<file path="src/rtl/dmux_scan_ctrl.sv">
// Scanning 1-to-8 demultiplexer: steps sel through the enabled channels of a latched mask, DWELL cycles each.
// Define DMUX_SCAN_CONT_EN to wrap back to the first channel instead of stopping after one pass.
module dmux_scan_ctrl #(
  parameter int DWELL = 4
) (
  input  logic       clk,
  input  logic       rst_n,
  input  logic       start,
  input  logic       stop,
  input  logic [7:0] mask,
  input  logic       i,
  output logic [2:0] sel,
  output logic [7:0] y,
  output logic       busy,
  output logic       done
);

  typedef enum logic {
    IDLE   = 1'b0,
    ACTIVE = 1'b1
  } state_t;

  localparam logic [7:0] DWELL_LAST = 8'(DWELL - 1);

  state_t     r_state;
  logic [2:0] r_sel;
  logic       r_busy;
  logic       r_done;
  logic [7:0] r_cnt;
  logic [7:0] r_mask;

  logic [2:0] w_next_sel;
  logic       w_has_next;
  logic       w_dwell_end;

  function automatic logic [2:0] lowest_idx(input logic [7:0] m);
    lowest_idx = 3'd0;
    for (int n = 7; n >= 0; n--) begin
      if (m[n]) lowest_idx = 3'(n);
    end
  endfunction

  // Scanning downwards leaves the closest enabled index above r_sel.
  always_comb begin
    w_next_sel = 3'd0;
    w_has_next = 1'b0;
    for (int n = 7; n >= 0; n--) begin
      if (r_mask[n] && (n > int'(r_sel))) begin
        w_next_sel = 3'(n);
        w_has_next = 1'b1;
      end
    end
  end

  assign w_dwell_end = (r_cnt == DWELL_LAST);

`ifdef DMUX_SCAN_CONT_EN
  logic [2:0] w_first_sel;
  assign w_first_sel = lowest_idx(r_mask);
`endif

  always_ff @(posedge clk) begin
    if (!rst_n) begin
      r_state <= IDLE;
      r_sel   <= 3'd0;
      r_busy  <= 1'b0;
      r_done  <= 1'b0;
      r_cnt   <= 8'd0;
      r_mask  <= 8'd0;
    end else begin
      r_done <= 1'b0;
      if (r_state == IDLE) begin
        if (start) begin
          if (mask != 8'd0) begin
            r_mask  <= mask;
            r_sel   <= lowest_idx(mask);
            r_cnt   <= 8'd0;
            r_busy  <= 1'b1;
            r_state <= ACTIVE;
          end else begin
            r_done <= 1'b1;
          end
        end
      end else begin
        // stop outranks dwell expiry, so an abort never produces done.
        if (stop) begin
          r_state <= IDLE;
          r_busy  <= 1'b0;
          r_sel   <= 3'd0;
          r_cnt   <= 8'd0;
        end else if (w_dwell_end) begin
          r_cnt <= 8'd0;
          if (w_has_next) begin
            r_sel <= w_next_sel;
          end else begin
`ifdef DMUX_SCAN_CONT_EN
            r_sel  <= w_first_sel;
            r_done <= 1'b1;
`else
            r_state <= IDLE;
            r_busy  <= 1'b0;
            r_sel   <= 3'd0;
            r_done  <= 1'b1;
`endif
          end
        end else begin
          r_cnt <= r_cnt + 8'd1;
        end
      end
    end
  end

  for (genvar gi = 0; gi < 8; gi++) begin : g_y
    assign y[gi] = r_busy & i & (r_sel == 3'(gi));
  end

  assign sel  = r_sel;
  assign busy = r_busy;
  assign done = r_done;

endmodule

</file>
<file path="config.mk">
export PLATFORM = sky130hd
export DESIGN_NAME = dmux_scan_ctrl
export DESIGN_NICKNAME = d
export VERILOG_FILES = /design/src/rtl/dmux_scan_ctrl.sv
export SDC_FILE = /design/constraint.sdc
export NUM_CORES = 1
export LEC_CHECK = 0
export BUFFER_PORTS_ARGS = -buffer_cell sky130_fd_sc_hd__buf_4
export CORE_MARGIN = 1.5
export CORE_UTILIZATION = 48
export CTS_CLUSTER_SIZE = 28
export DETAILED_ROUTE_END_ITERATION = 10
export PLACE_DENSITY = 0.74
export SYNTH_ARGS = -nofsm -noshare
export SYNTH_HDL_FRONTEND = slang
export SYNTH_SLANG_ARGS = --single-unit
</file>
<file path="constraint.sdc">
create_clock -name clk -period 1.5 [get_ports clk]
set_clock_uncertainty 0.05 [all_clocks]
set_input_delay 0.15 -clock clk [delete_from_list [all_inputs] [get_ports clk]]
set_output_delay 0.15 -clock clk [all_outputs]
set_load 0.005 [all_outputs]
</file>
### Yosys cells after proc, flatten, opt, wreduce, memory -nomap -nowiden

Cells that the tools add are included.

* bits in registers: 22

* add/subtract/negate cells: 1
* magnitude comparators: 7
* eq/ne operators: 10
* multiplexer cells: 51
* bitwise operators: 10
* reduce and logical (&&, ||, !) cells: 15

Operators with widths (count)
* 3-bit 2-to-1 mux: 21
* 8-bit 2-to-1 mux: 5
* 1-bit 2-to-1 mux: 25
* 3-bit == test, second input constant: 4
* 3-bit greater-than comparator, first input constant: 4
* 1-bit bitwise AND: 9
* 8-bit by 1-bit adder with 8-bit output, second input constant: 1
* 8-bit by 2-bit == test with 1-bit output, second input constant: 1
* 8-bit nonzero test: 1
* 1-bit logical AND: 7
* 3-bit by 2-bit == test with 1-bit output, second input constant: 2
* 2-bit by 3-bit greater-than comparator with 1-bit output, first input constant: 2
* 3-bit AND reduction: 2
* 4-bit AND reduction: 1
* 2-bit nonzero test: 2
* 3-bit by 1-bit == test with 1-bit output, second input constant: 1
* 1-bit by 3-bit greater-than comparator with 1-bit output, first input constant: 1
* 3-bit zero test: 1
* 3-bit by 2-bit != test with 1-bit output, second input constant: 1
* 3-bit != test, second input constant: 1
* 2-bit AND reduction: 1
* 1-bit NOT: 1

### Longest topological paths before layout

Gate-level depths: netlist of run 1.

* depth in word-level cells: 13
* gate-level depth with buffers: 6
* mapped depth without buffers: 6

### Worst setup path after synthesis of run 1

OpenSTA, ideal clock, no wires.

* path kind: in2reg
* start point: input port mask[4]
* end point: register r_cnt[5]
* arrival time: 1500 ps
* data required time: 1329 ps
* slack: -172 ps
* cell stages on the path: 5
* path buffers: 0
* path through: or4_4 o41a_4 o2111ai_1 xor2_1 nor2_1

* word-level cells in the longest chain between the ends: 3

RTL lines
* start, declared: RTL line 10 `input logic [7:0] mask,`
* 8-bit nonzero test: RTL line 74 `if (mask != 8'd0) begin`
* 2-bit nonzero test (no line)
* 2-bit AND reduction (no line)
* end signal, assigned: RTL line 107 `r_cnt <= r_cnt + 8'd1;`
* end, declared: RTL line 29 `logic [7:0] r_cnt;`

No other way between the ends.
A chain may end at the register's enable or synchronous reset.

### Final worst setup path of run 1

* start point: input port mask[4]
* end point: register r_cnt[7]

The elaborated chain is that of the path after synthesis.

==> results of run 1 <==
==> placed cells by master, fill, tap and decap left out, types with 4 or more instances in the layout <==
master and n:
dfxtp_2 4, o21ai_0 6, o2111ai_2 4, nand2_1 5, mux2i_1 7, dfxtp_1 14
nor2b_1 12, buf_6 5, o21ai_1 4, buf_4 52, xor2_1 6, a21oi_2 5
nor2_1 20
==> stage by stage <==
step	worst slack (ps)	instance area, µm²	std cells	TNS [ps]	power [mW]
finish	-88.5	1980	238	-228	1.41
global route	-104	1980	238	-588	1.48
CTS	-41.4	1800	232	-121	1.31
detailed placement	-379	1700	226	-6170	1.01
global placement	-320	1700	226	-5260	0.998
floorplan	-157	1310	151	-1450	0.830
==> cells by family (layout without fill, tap and decap cells) <==
group / Yosys count / in the layout / share of synthesized area, %
AO/OA/AOI/OAI: 39 / 39 / 23.0
buffers and inverters: 7 / 63 / 2.20
AND/OR/NAND/NOR: 69 / 70 / 29.6
XOR/XNOR: 7 / 7 / 4.91
multiplexers: 7 / 7 / 5.61
flip-flops: 21 / 21 / 33.7
adder cells (fa/ha/maj): 1 / 1 / 1.00
==> final cells by class <==
type / count / area share (%)
repair buffers: 57 / 22.6
clock buffers: 3 / 1.14
flip-flops and latches: 21 / 22.1
well taps: 30 / 1.90
inverters: 2 / 0.379
clock inverters: 1 / 0.253
multi-input cells: 124 / 51.7
==> routing by layer <==
| metal | wire length, µm | up-vias | track usage [%] |
|---|---|---|---|
| li1 | - | 666 | - |
| met1 | 1610 | 658 | 35.1 |
| met2 | 1820 | 52 | 39.2 |
| met3 | 240 | 8 | 3.61 |
| met4 | 85 | 0 | 10.8 |
| met5 | 0 | - | 0 |
==> worst register-to-register path: stages (launching register included) <==
cell      delay, ps
dfxtp_4         400
buf_6           140
nor2b_4         100
o21ai_2          70
buf_4           140
a31oi_4         240
o211ai_1        130
a31oi_1         190
==> registers in the layout, indices dropped and copies added, names as in the netlist <==
name / count
busy: 1
sel: 3
r_cnt: 8
done: 1
r_state: 1
r_mask: 7
==> Yosys cell counts, drive strengths merged, types with 2 or more instances <==
| cell | instances |
|---|---|
| a21boi | 2 |
| a21oi | 8 |
| a31oi | 3 |
| and3 | 2 |
| clkbuf | 4 |
| dfxtp | 21 |
| inv | 2 |
| mux2i | 7 |
| nand2 | 6 |
| nand2b | 4 |
| nand3 | 2 |
| nand3b | 2 |
| nand4b | 2 |
| nor2 | 23 |
| nor2b | 14 |
| nor3 | 6 |
| nor3b | 2 |
| o2111ai | 5 |
| o21ai | 11 |
| o21bai | 2 |
| or2 | 2 |
| xor2 | 7 |
==> path summary, 6_finish.rpt <==
path / slack, ps / to / startpoint / cells after the start
worst min register to register: 520 / r_mask[3] / r_mask[3] / 2
worst max-delay path: -90 / r_cnt[7] / mask[4] / 6
worst max register to register: -40 / sel[0] / sel[0] / 7
worst min-delay path: 90 / sel[1] / rst_n / 3
==> where the power goes <==
part | total (mW) | internal, mW | switching (mW) | leakage, nW
Sequential | 0.633 | 0.591 | 0.0420 | 0.175
Combinational | 0.483 | 0.248 | 0.235 | 0.592
Clock | 0.293 | 0.100 | 0.193 | 0.0177
==> repair_timing <==
| action | in CTS | in global routing |
|---|---|---|
| pin swaps | 3 | 14 |
| endpoints found under the setup margin | 19 | 23 |
| cloned | 0 | 1 |
| gates resized for setup | 15 | 31 |
| buffers inserted | 2 | 5 |
==> run metrics, run 1 <==
Distinct cells, synth=37; # rows=18; average wire per standard cell=15.8 µm; synthesized instance count=151; Max transition margin=73.9%; Pleak=0.785 nW; worst hold margin=88.7 ps; die area=0.00292 mm²; dpl hpwl=2.52 mm; Worst Tran Pin Value=391 ps; Final setup viols=6; max-slew violations=0; area share of the largest cell type after synthesis=33.7%; gpl congestion=0.820; Power per Cell Area=712 mW/mm²; drt first pass iters=4; RSZ-0062 raised after global routing=true; Total GRT Usage=25.4%; final net count=223; Max stage delay cell, worst path=or4_4; Async SR Flop Fraction=0%; final core occ=79.9%; largest net degree at the start of global routing=15; CORE AREA=0.00248 mm²; first-pass GRT wire length=5.25 mm; area of the multi-input gates=0.00102 mm²; Area contributors post-synth=dfxtp_1, nor2b_1, nor2_1; DRT iter0 DRCs=56; f_max=630 MHz; Ys Warns=0; reported max-cap violation count=0; setup ws final=-88.5 ps; clk buf depth=2; CTS Buf Count=3; Primary FF master, synth=dfxtp_1; total gr overflow=0; Synth area leader=dfxtp_1; Vias/cell=5.82; Critical Path Fanout Max=8; Peak VDD IR=0.000829 V; CTS tree=built; Layout fillers=157; Storage cell area=437 µm²; critical path startpoint category=input port; Synth-to-Final Area Change=58.5%; Arr. time, crit path=1760 ps; clock period minus worst slack=1590 ps; H-tree depth=1; sequential fraction of the synthesis area=33.7%; Crit path max-delay family=compound AO/OA/AOI/OAI gates; status=finished with violations; Setup crit end kind=flip-flop; Final Hold Fails=0; Top Ports=26; initial antenna violation count=0; Clock Root Buffer=clkbuf_4; max incr delay on CP=570 ps; die width=54.0 µm; vias in the first global route=1134; ANT cells=0; post-detailed-route DRC marker count=0; critical path, cell by cell=buf_6, or4_4, o41a_4, o2111ai_4, xor2_2, nor2_1; via count=1384; layout cells sized above 1=49.5%; failing checks=negative setup slack; clock insertion delay at the later pin of the skew report=320 ps; final WL=3.76 mm; Min-Delay Path Class=input port to flip-flop; EDFF count, synth=0; Final period util=106%; CP Class=input port to flip-flop; input/output buffers=25; #FFs+latches synth=21; die height=54.0 µm; Worst-path clk slew=130 ps; Detail Route Antenna Nets=0; CP bufs+invs=1; mean area per synthesized cell=8.27 µm²; CTS Hold Bufs=0; WP data required=1670 ps; Initial Utilization=50.4%; Num Clock Sinks=21; synthesized area=0.00125 mm²; post-synth net total=165
Note: power is estimated with default switching activity, not from simulation.
==> run 2, diff against run 1 <==
--- a/config.mk
+++ b/config.mk
@@ -7,10 +7,10 @@
 export LEC_CHECK = 0
 export BUFFER_PORTS_ARGS = -buffer_cell sky130_fd_sc_hd__buf_4
 export CORE_MARGIN = 1.5
-export CORE_UTILIZATION = 48
+export CORE_UTILIZATION = 53
 export CTS_CLUSTER_SIZE = 28
 export DETAILED_ROUTE_END_ITERATION = 10
-export PLACE_DENSITY = 0.74
+export PLACE_DENSITY = 0.78
 export SYNTH_ARGS = -nofsm -noshare
 export SYNTH_HDL_FRONTEND = slang
 export SYNTH_SLANG_ARGS = --single-unit
==> constraint.sdc (replaced) <==
create_clock -name clk -period 1.72 [get_ports clk]
set_clock_uncertainty 0.05 [all_clocks]
set_input_delay 0.172 -clock clk [delete_from_list [all_inputs] [get_ports clk]]
set_output_delay 0.172 -clock clk [all_outputs]
set_load 0.005 [all_outputs]
==> run 2 against run 1 <==
The flow now finishes without violations. First-iteration DRC count down 64%. Register-to-register slack better by 130 ps. Routed wire length down 16%. Combinational power down 36%. Largest power group unchanged. Highest routed layer unchanged.
==> run metrics, run 2 (same netlist as run 1, synthesis figures left out) <==
status=complete, no violations; Top Ports=26; reported max-cap violation count=0; Power per Cell Area=659 mW/mm²; commonest non-fill, non-tap cells in the layout=buf_4, nor2_1, dfxtp_1, nor2b_1, o21ai_0; f_max=615 MHz; Clock Root Buffer=clkbuf_4; initial antenna violation count=0; Min-Delay Path Class=input port to flip-flop; CTS tree=built; die height=51.5 µm; DP Area=0.00160 mm²; critical path, cell by cell=a21boi_0, nand2b_1, a31oi_2, o211ai_1, a31oi_1; via count=1287; vias in the first global route=1204; ANT cells=0; Worst Tran Pin Value=596 ps; final WL=3.17 mm; CP Class=flip-flop to flip-flop; Crit path max-delay family=compound AO/OA/AOI/OAI gates; first-pass GRT wire length=5.18 mm; Max stage delay cell, worst path=dfxtp_1; drt first pass iters=4; final core occ=76.0%; r2r setup slk=90 ps; total gr overflow=0; Max transition margin=60.2%; post-detailed-route DRC marker count=0; CORE AREA=0.00221 mm²; max FFs per register=8; Final setup viols=0; clock insertion delay at the later pin of the skew report=310 ps; Num Clock Sinks=21; H-tree depth=1; layout cells sized above 1=33.7%; design area=0.00168 mm²; Total GRT Usage=26.1%; largest net degree at the start of global routing=15; final net count=211; largest register by flop count=r_cnt; Worst-path clk slew=120 ps; # rows=17; Layout fillers=162; input/output buffers=25; Initial Utilization=56.4%; Critical Path Fanout Max=5; clk buf depth=2; CTS Buf Count=3; Setup crit end kind=flip-flop; max-slew violations=0; setup ws final=93.3 ps; Detail Route Antenna Nets=0; Final period util=94.6%; gpl congestion=0.923; Peak VDD IR=0.000635 V; DRT iter0 DRCs=20; Pleak=0.692 nW; CP bufs+invs=0; average wire per standard cell=14.1 µm; most common cell after layout, fill and taps aside=buf_4; die width=51.5 µm; DP Worst Slack=-187 ps; Vias/cell=5.75; Arr. time, crit path=1830 ps; Synth-to-Final Area Change=34.6%; max incr delay on CP=380 ps; dpl hpwl=2.35 mm; critical path startpoint category=flip-flop; die area=0.00266 mm²; WP data required=1920 ps; Final Hold Fails=0; clock period minus worst slack=1630 ps
run 2: changes by cell type in the layout (fill, tap and decap cells not counted), moves of 4 or more:
cell,previous run,this run
o21ai_0,6,10
o2111ai_2,4,0
dfxtp_1,14,19
buf_4,52,46
o2111ai_1,0,5
a21oi_2,5,1
buf_6,5,0
a21oi_1,3,7
run 2: metal layers:
metal | up-vias | global-route usage, % | part of all wire [%]
met4 | 0 | 12.7 | 0.79
met3 | 4 | 4.02 | 5.1
met1 | 613 | 33.9 | 47
li1 | 633 | - | -
met5 | - | 0 | 0
met2 | 37 | 42.3 | 47
run 2: path summary, 6_finish.rpt:
path	from	cells past startpoint	endpoint
max	sel[0]	5	sel[0]
min	mask[3]	3	r_mask[3]
max reg2reg	sel[0]	5	sel[0]
min reg2reg	r_mask[3]	2	r_mask[3]
run 2: tightest hold or removal path: stages:
cell and delay, ps:
buf_4 90, mux2i_1 60, nor2b_1 100
run 2: area by class of cell:
class | count | area (µm²) | area share, %
Clock buffer | 3 | 22.5 | 1.34
Clock inverter | 1 | 5.00 | 0.298
Inverter | 2 | 7.51 | 0.447
Multi-Input combinational cell | 123 | 842 | 50.1
Sequential cell | 21 | 423 | 25.2
Tap cell | 28 | 35.0 | 2.08
Timing Repair Buffer | 46 | 345 | 20.6
run 2: power by group:
group / internal (mW) / switching, mW / leakage [nW] / total (mW)
sequential: 0.514 / 0.0308 / 0.172 / 0.545
clock: 0.0870 / 0.165 / 0.0177 / 0.252
combinational: 0.158 / 0.154 / 0.502 / 0.311
run 2: what timing repair did:
| item | in CTS | in global routing |
|---|---|---|
| endpoints found under the setup margin | 12 | 16 |
| gates cloned | 0 | 0 |
| resized for setup | 1 | 10 |
| buffers inserted | 0 | 1 |
| hold buffers | 0 | 0 |
run 2: through the flow:
| stage | power, mW | TNS [ps] | cells | hold slack (ps) |
|---|---|---|---|---|
| after global placement | 0.842 | -1780 | 219 | 402 |
| after detailed placement | 0.849 | -2110 | 219 | 415 |
| after CTS | 1.10 | 0 | 223 | 78.1 |
| final | 1.11 | 0 | 224 | 81.9 |
| after floorplan | 0.712 | 0 | 151 | 260 |
| after global routing | 1.16 | -72.8 | 224 | 94.1 |
==> run 3, diff against run 2 <==
--- a/config.mk
+++ b/config.mk
@@ -6,11 +6,13 @@
 export NUM_CORES = 1
 export LEC_CHECK = 0
 export BUFFER_PORTS_ARGS = -buffer_cell sky130_fd_sc_hd__buf_4
+export CELL_PAD_IN_SITES_DETAIL_PLACEMENT = 1
+export CELL_PAD_IN_SITES_GLOBAL_PLACEMENT = 2
 export CORE_MARGIN = 1.5
-export CORE_UTILIZATION = 53
+export CORE_UTILIZATION = 31
 export CTS_CLUSTER_SIZE = 28
 export DETAILED_ROUTE_END_ITERATION = 10
-export PLACE_DENSITY = 0.78
+export PLACE_DENSITY = 0.84
 export SYNTH_ARGS = -nofsm -noshare
 export SYNTH_HDL_FRONTEND = slang
 export SYNTH_SLANG_ARGS = --single-unit
==> run 3 against run 2 <==
Global-route usage shrank 8.2 points. Worst hold slack better by 50 ps. First-iteration DRC count rose by 80%. Final cell count up 8.5%. Sequential power is essentially flat. Critical path type is now input port to flip-flop. Routed wire length is 17% higher. Total power up 7.0%. Register-to-register slack is essentially flat. Non-clock buffer count decreased by 1. Clock power grew 31%.
==> run metrics, run 3 (same netlist as run 1, synthesis figures left out) <==
RSZ-0062 raised after global routing=true; CP Class=input port to flip-flop; Initial Utilization=33.1%; placed cell count=238; Final Hold Fails=0; Final period util=96.5%; Max transition margin=58.8%; via count=1297; Total GRT Usage=17.9%; Critical Path Fanout Max=8; drt first pass iters=4; GR peak layer=met2; Peak VDD IR=0.000418 V; Setup TNS=0 ps; most common cell after layout, fill and taps aside=buf_4; Arr. time, crit path=1760 ps; commonest non-fill, non-tap cells in the layout=buf_4, nor2_1, dfxtp_1, nor2b_1, o21ai_0; Pleak=0.692 nW; Min-Delay Path Class=input port to flip-flop; Worst Tran Pin Value=618 ps; Clock Root Buffer=clkbuf_8; largest net degree at the start of global routing=15; initial antenna violation count=0; Power per Cell Area=688 mW/mm²; post-detailed-route DRC marker count=0; met1 GRT Util=23.4%; total gr overflow=0; area of the multi-input gates=848 µm²; f_max=602 MHz; CTS tree=built; die area=0.00442 mm²; average wire per standard cell=15.3 µm; final WL=3.72 mm; Final setup viols=0; gpl congestion=0.726; first-pass GRT wire length=6.13 mm; clk buf depth=2; Num Clock Sinks=21; met2 Usage GRT=30.5%; # rows=22; Vias/cell=5.34; max-slew violations=0; input/output buffers=25; Storage cell area=425 µm²; die width=66.5 µm; status=complete, no violations; Worst-path clk slew=80 ps; H-tree depth=1; Synth-to-Final Area Change=38.1%; max FFs per register=8; Top Ports=26; layout cells sized above 1=34.4%; WP data required=1820 ps; Layout fillers=450; Detail Route Antenna Nets=0; dpl hpwl=2.88 mm; reported max-cap violation count=0; CTS Buf Count=3; vias in the first global route=1301; clock period minus worst slack=1660 ps; largest register by flop count=r_cnt; ANT cells=0; met3 Track Usage GR=2.87%; Post-Layout Cell Count=243; Tot Pwr=1.19 mW; Setup crit end kind=flip-flop; CORE AREA=0.00377 mm²; critical path startpoint category=input port; final core occ=45.7%; clock insertion delay at the later pin of the skew report=260 ps; final net count=210; die height=66.5 µm; DRT iter0 DRCs=36
run 3: metrics by stage:
stage / hold slack [ps] / setup slack (ps) / area, µm²
after floorplan: 260 / 26.5 / 1250
after global placement: 401 / -180 / 1620
after detailed placement: 409 / -220 / 1620
after CTS: 135 / 19.8 / 1690
after global routing: 149 / -39.9 / 1720
final: 132 / 59.9 / 1720
run 3: final timing paths:
kind	slack, ps	cells past startpoint	from	endpoint
max	60	6	mask[4]	r_cnt[6]
min reg2reg	500	2	r_mask[6]	r_mask[6]
max reg2reg	90	6	r_mask[5]	sel[0]
min	130	3	mask[3]	r_mask[3]
run 3: layer usage:
layer  up-vias  part of all wire (%)
li1        635                     -
met1       624                    49
met2        34                    47
met3         4                   3.0
met4         0                   1.0
met5         -                     0
run 3: final cells by class:
cell class                 count  share of cell area (%)
multi-input combinational    123                    49.2
sequential                    21                    24.7
timing repair buffer          45                    19.6
tap                           48                    3.48
clock buffer                   4                    2.61
inverter                       2                   0.435
run 3: power by group:
part	leakage [nW]	switching, mW	internal, mW	total (mW)
Combinational	0.496	0.155	0.153	0.308
Sequential	0.173	0.0334	0.514	0.547
Clock	0.0228	0.165	0.165	0.330
run 3: worst max-delay path, stage by stage:
cell	delay [ps]
buf_4	110
or4_4	570
o41a_4	420
o2111ai_1	240
xor2_1	180
nor2_1	60
run 3: repair_timing:
item / 4_1_cts / 5_1_grt
setup buffers: 0 / 1
pin swaps: 0 / 1
hold buffers: 0 / 0
hold endpoints to repair: 0 / 0
resized for setup: 5 / 9
setup endpoints to repair: 13 / 12
